### config.mk
export PLATFORM = sky130hd
export DESIGN_NAME = phy_rx_s2p_lanes
export DESIGN_NICKNAME = d
export VERILOG_FILES = /design/src/rtl/phy_rx_pkg.sv /design/src/rtl/phy_rx_s2p_lane.sv /design/src/rtl/phy_rx_s2p_lanes.sv
export SDC_FILE = /design/constraint.sdc
export NUM_CORES = 1
export LEC_CHECK = 0
export ABC_AREA = 1
export BUFFER_PORTS_ARGS = -buffer_cell sky130_fd_sc_hd__buf_2
export CORE_UTILIZATION = 45
export DETAILED_ROUTE_END_ITERATION = 8
export PLACE_DENSITY = 0.69
export SLEW_MARGIN = 20
export SYNTH_ARGS = -nofsm -noshare
export SYNTH_HDL_FRONTEND = slang
export SYNTH_HIERARCHICAL = 1
export SYNTH_SLANG_ARGS = --single-unit
### constraint.sdc
create_clock -name clk_32f -period 3.65 [get_ports clk_32f]
set_input_delay 0.73 -clock clk_32f [delete_from_list [all_inputs] [get_ports clk_32f]]
set_output_delay 0.73 -clock clk_32f [all_outputs]
set_load 0.03 [all_outputs]
### src/rtl/phy_rx_pkg.sv
// Shared definitions for the serial-to-parallel receive lanes: lane states,
// default comma settings and a counter-width helper.
package phy_rx_pkg;

  typedef enum logic [1:0] {
    HUNT   = 2'd0,
    SYNC   = 2'd1,
    ACTIVE = 2'd2
  } rx_state_e;

  localparam logic [7:0] COM_DEFAULT       = 8'hBC;
  localparam int         COM_COUNT_DEFAULT = 4;

  // Width needed to hold values 0..n-1, never narrower than one bit.
  function automatic int cnt_width(input int n);
    return (n <= 2) ? 1 : $clog2(n);
  endfunction

endpackage

### src/rtl/phy_rx_s2p_lane.sv
// One serial receive lane: bit shifter, comma hunt, word framing and
// loss-of-sync detection, all on the serial bit clock.
//
// state  | meaning
// HUNT   | searching every bit offset for a comma
// SYNC   | aligned on a comma, counting consecutive aligned commas
// ACTIVE | locked; non-comma words are delivered with a valid strobe
module phy_rx_s2p_lane
  import phy_rx_pkg::*;
#(
  parameter int               WIDTH     = 8,
  parameter logic [WIDTH-1:0] COM       = WIDTH'(COM_DEFAULT),
  parameter int               COM_COUNT = COM_COUNT_DEFAULT,
  parameter int               MAX_GAP   = 0
) (
  input  logic             clk_32f,
  input  logic             default_values,
  input  logic             data_in,
  output logic [WIDTH-1:0] data_out,
  output logic             valid,
  output logic             active
);

  localparam int SW  = (WIDTH > 1) ? WIDTH - 1 : 1;
  localparam int BCW = cnt_width(WIDTH);
  localparam int CCW = cnt_width(COM_COUNT + 1);
  localparam int GCW = cnt_width(MAX_GAP + 1);

  localparam logic [BCW-1:0] BIT_LAST = BCW'(WIDTH - 1);
  localparam logic [CCW-1:0] COM_LAST = CCW'(COM_COUNT - 1);
  localparam logic [GCW-1:0] GAP_LAST = GCW'((MAX_GAP > 0) ? MAX_GAP - 1 : 0);
  localparam logic [GCW-1:0] GAP_SAT  = '1;

  rx_state_e        state;
  logic [SW-1:0]    hist;
  logic [BCW-1:0]   bit_cnt;
  logic [CCW-1:0]   com_cnt;
  logic [GCW-1:0]   gap_cnt;
  logic [WIDTH-1:0] nxt;
  logic             is_com;
  logic             boundary;

  // Only WIDTH-1 history bits are kept: the oldest bit falls out of the
  // word window on the same edge the newest one arrives.
  if (WIDTH > 1) begin : g_shift
    assign nxt = {hist, data_in};
  end else begin : g_bit
    assign nxt = data_in;
  end

  assign is_com   = (nxt == COM);
  assign boundary = (bit_cnt == BIT_LAST);

  always_ff @(posedge clk_32f) begin
    if (!default_values) begin
      state    <= HUNT;
      hist     <= '0;
      bit_cnt  <= '0;
      com_cnt  <= '0;
      gap_cnt  <= '0;
      data_out <= '0;
      valid    <= 1'b0;
      active   <= 1'b0;
    end else begin
      hist    <= nxt[SW-1:0];
      valid   <= 1'b0;
      bit_cnt <= boundary ? '0 : bit_cnt + 1'b1;

      case (state)
        HUNT: begin
          if (is_com) begin
            bit_cnt <= '0;
            com_cnt <= CCW'(1);
            if (COM_COUNT == 1) begin
              state   <= ACTIVE;
              active  <= 1'b1;
              gap_cnt <= '0;
            end else begin
              state <= SYNC;
            end
          end
        end

        SYNC: begin
          if (boundary) begin
            if (is_com) begin
              com_cnt <= com_cnt + 1'b1;
              if (com_cnt == COM_LAST) begin
                state   <= ACTIVE;
                active  <= 1'b1;
                gap_cnt <= '0;
              end
            end else begin
              state   <= HUNT;
              com_cnt <= '0;
            end
          end
        end

        ACTIVE: begin
          if (boundary) begin
            if (is_com) begin
              gap_cnt <= '0;
            end else begin
              data_out <= nxt;
              valid    <= 1'b1;
              // The word that exhausts the gap budget is still delivered.
              if (MAX_GAP != 0 && gap_cnt == GAP_LAST) begin
                state   <= HUNT;
                active  <= 1'b0;
                gap_cnt <= '0;
                com_cnt <= '0;
              end else if (gap_cnt != GAP_SAT) begin
                gap_cnt <= gap_cnt + 1'b1;
              end
            end
          end
        end

        default: begin
          state  <= HUNT;
          active <= 1'b0;
        end
      endcase
    end
  end

endmodule

### src/rtl/phy_rx_s2p_lanes.sv
// Multi-lane serial-to-parallel receiver: independent lanes with no deskew,
// plus an all-lanes-active summary.
module phy_rx_s2p_lanes
  import phy_rx_pkg::*;
#(
  parameter int               WIDTH     = 8,
  parameter int               LANES     = 1,
  parameter logic [WIDTH-1:0] COM       = WIDTH'(COM_DEFAULT),
  parameter int               COM_COUNT = COM_COUNT_DEFAULT,
  parameter int               MAX_GAP   = 0
) (
  input  logic                   clk_32f,
  input  logic                   default_values,
  input  logic [LANES-1:0]       data_in,
  output logic [LANES*WIDTH-1:0] data_out,
  output logic [LANES-1:0]       valid,
  output logic [LANES-1:0]       active,
  output logic                   active_all
);

  for (genvar i = 0; i < LANES; i++) begin : g_lane
    phy_rx_s2p_lane #(
      .WIDTH     (WIDTH),
      .COM       (COM),
      .COM_COUNT (COM_COUNT),
      .MAX_GAP   (MAX_GAP)
    ) u_lane (
      .clk_32f        (clk_32f),
      .default_values (default_values),
      .data_in        (data_in[i]),
      .data_out       (data_out[i*WIDTH +: WIDTH]),
      .valid          (valid[i]),
      .active         (active[i])
    );
  end

  assign active_all = &active;

endmodule

==> metrics.cfg <==
[final_layout]
regArea_um2=500
fillers=217
multi_input_area_um2=439
drive_above_1_share_pct=19.1
area_growth_pct=10.3
fin_nets=160
fin_cells=180
antenna_cells=0

[clock_network]
post_cts_buffers=0
clk_pin_slew_ns=0.13
clock-sinks=25
cts_max_level=1
cts_resized=0
cts_made_buffers=3
clock_path_buffers=2
root_buffer=clkbuf_4
clk_latency_ns=0.32
cts_tree=yes
cts_hold_buf=0

[place]
dp_hpwl_um=1320
portBuffers=13
dp.cells=176
gp_congestion=0.704

[die]
placementRows=17
die_h_um=50.1
die_area_um2=2510
core_area_um2=2190
num_io_pins=14
dieWidth_um=50.1
start_util_pct=47.5

[timing]
finalHoldViolCount=0
finalSetupTns_ns=0
tightest_slew_ns=0.347
rsz0062_at_grt=false
relSlewSlack_pct=76.9
slew_violations=0
fin_crit_ns=1.62
setup_viol=0
fmax_mhz=618
finalCritPeriodShare_pct=44.3
skew_ns=0.00940

[critical_path]
r2r-start=g_lane[0].u_lane/bit_cnt[0]
crit_path_end_kind=primary output
cp_cell_sequence=buf_2
cp_num_buf_inv=1
startpoint_type=flip-flop
r2r_cells=7
slowest_stage=dfxtp_1
startpoint=g_lane[0].u_lane/active
timing.rr.end=g_lane[0].u_lane/data_out[1]
reg2reg_slack_ns=2.12
max_stage_delay_ns=0.37
crit_arrival_ns=0.89
path_class=flip-flop to primary output
required_ns=2.92
crit_family=flip-flops
path_max_fanout=3

[grt]
grt_max_degree=16
grt_overflow=0
grt_pass1_wl_um=2860
grt.busiest_layer=met2
track_usage_pct=15.2
met1_usage_pct=20.8
met2_usage_pct=22.2
grt_antenna_before_repair=0
use_met3_pct=3.70
grt_pass1_vias=672

[routing]
vias_per_cell=4.67
wl_per_cell_um=9.53
num_vias=840
dr.pass1.iters=4
routed_wl_um=1720
first_iter_violations=21
antenna_left=0
drc=0

[logic_synthesis]
syn_avg_cell_area_um2=7.54
synth_nets=145
yosys_register_bits=25
ys_types=20
ys_seq_area_share_pct=48.1
synth_top_area_share_pct=48.1
yosysWarnings=6
yosysTopAreaCell=dfxtp_1
netlist_area_um2=1040
synthesis.instances=138
synth_area_leaders=dfxtp_1 48%, nand2_1 12%, inv_1 6.9%

[hold_path]
hold_end=g_lane[0].u_lane/bit_cnt[0]
worstHoldPathType=flip-flop to flip-flop
min-delay-start=g_lane[0].u_lane/bit_cnt[0]
hold_depth=1

[status]
outcome=finished, final reports clean

[power]
cellLeakagePower_nw=0.551
ir_drop_mv=0.251
power_density_nw_per_um2=364

[run]
max-cap-violations=0

## power by group
part / total (mW) / switching [mW] / internal [mW]
logic: 0.0142 / 0.00939 / 0.00482
registers: 0.280 / 0.00241 / 0.278
clock network: 0.124 / 0.0825 / 0.0418
total: 0.419 / 0.0943 / 0.324
## cell families after synthesis
group	share of synthesized area (%)
AO/OA/AOI/OAI	7.93
adder cells (fa/ha/maj)	4.81
buffers and inverters	9.73
flip-flops	48.1
AND/OR/NAND/NOR	29.4
## Yosys cell counts (all sizes together)
master,count
nand2,38
dfxtp,25
nor2,21
inv,20
a21oi,12
nand3,10
ha,4
o21ai,3
buf,2
clkbuf,1
clkinv,1
nor3,1
## how the worst max path moves through the flow
stage | depth (start not counted) | endpoint
2_1_floorplan | 10 | g_lane[0].u_lane/state[1]
3_3_place_gp | 11 | g_lane[0].u_lane/state[0]
3_5_place_dp | 11 | g_lane[0].u_lane/state[0]
4_1_cts | 1 | active
5_1_grt | 7 | g_lane[0].u_lane/data_out[2]
6_report | 1 | active
## per-stage QoR
stage	hold slack (ns)	power, mW	cell area, um^2	util (%)	setup slack [ns]
2_1_floorplan	0.404	0.295	1040	-	2.15
3_3_place_gp	0.413	0.298	1120	51.1	1.86
3_5_place_dp	0.430	0.301	1120	51.1	1.80
4_1_cts	0.449	0.426	1150	52.4	2.00
5_1_grt	0.460	0.437	1150	52.4	1.94
6_report	0.444	0.419	1150	52.4	2.03
## final cells by class
type	instances	area share (%)
clock buffers	3	1.96
clock inverters	1	0.654
inverters	21	6.86
multi-input cells	89	38.2
flip-flops and latches	25	43.6
well taps	28	3.05
repair buffers	13	5.66
## layout by cell type, fill, tap and decap left out
cell        instances
nand2_2             4
ha_1                4
nand3_2             1
o21ai_2             1
nor2_2              3
a21oi_2             1
buf_2              13
inv_1              19
clkinv_1            1
nand3_1             9
dfxtp_1            25
clkinvlp_4          1
nor2_4              1
o21ai_0             2
nor2_1             17
inv_2               1
nand2_1            34
nor3_1              1
clkbuf_4            3
a21oi_1            11
## state kept, by name, summed over array words and instances, names as in the netlist
| register | cells |
|---|---|
| g_lane.u_lane/data_out | 8 |
| g_lane.u_lane/hist | 7 |
| g_lane.u_lane/bit_cnt | 3 |
| g_lane.u_lane/com_cnt | 3 |
| g_lane.u_lane/state | 2 |
| g_lane.u_lane/active | 1 |
| g_lane.u_lane/valid | 1 |
## per-layer routing
layer  vias to the layer above  part of all wire [%]
li1                        449                     -
met1                       381                    50
met2                         8                    46
met3                         2                   2.6
met4                         0                  0.70
met5                         -                     0
(Power assumes the default switching activity.)
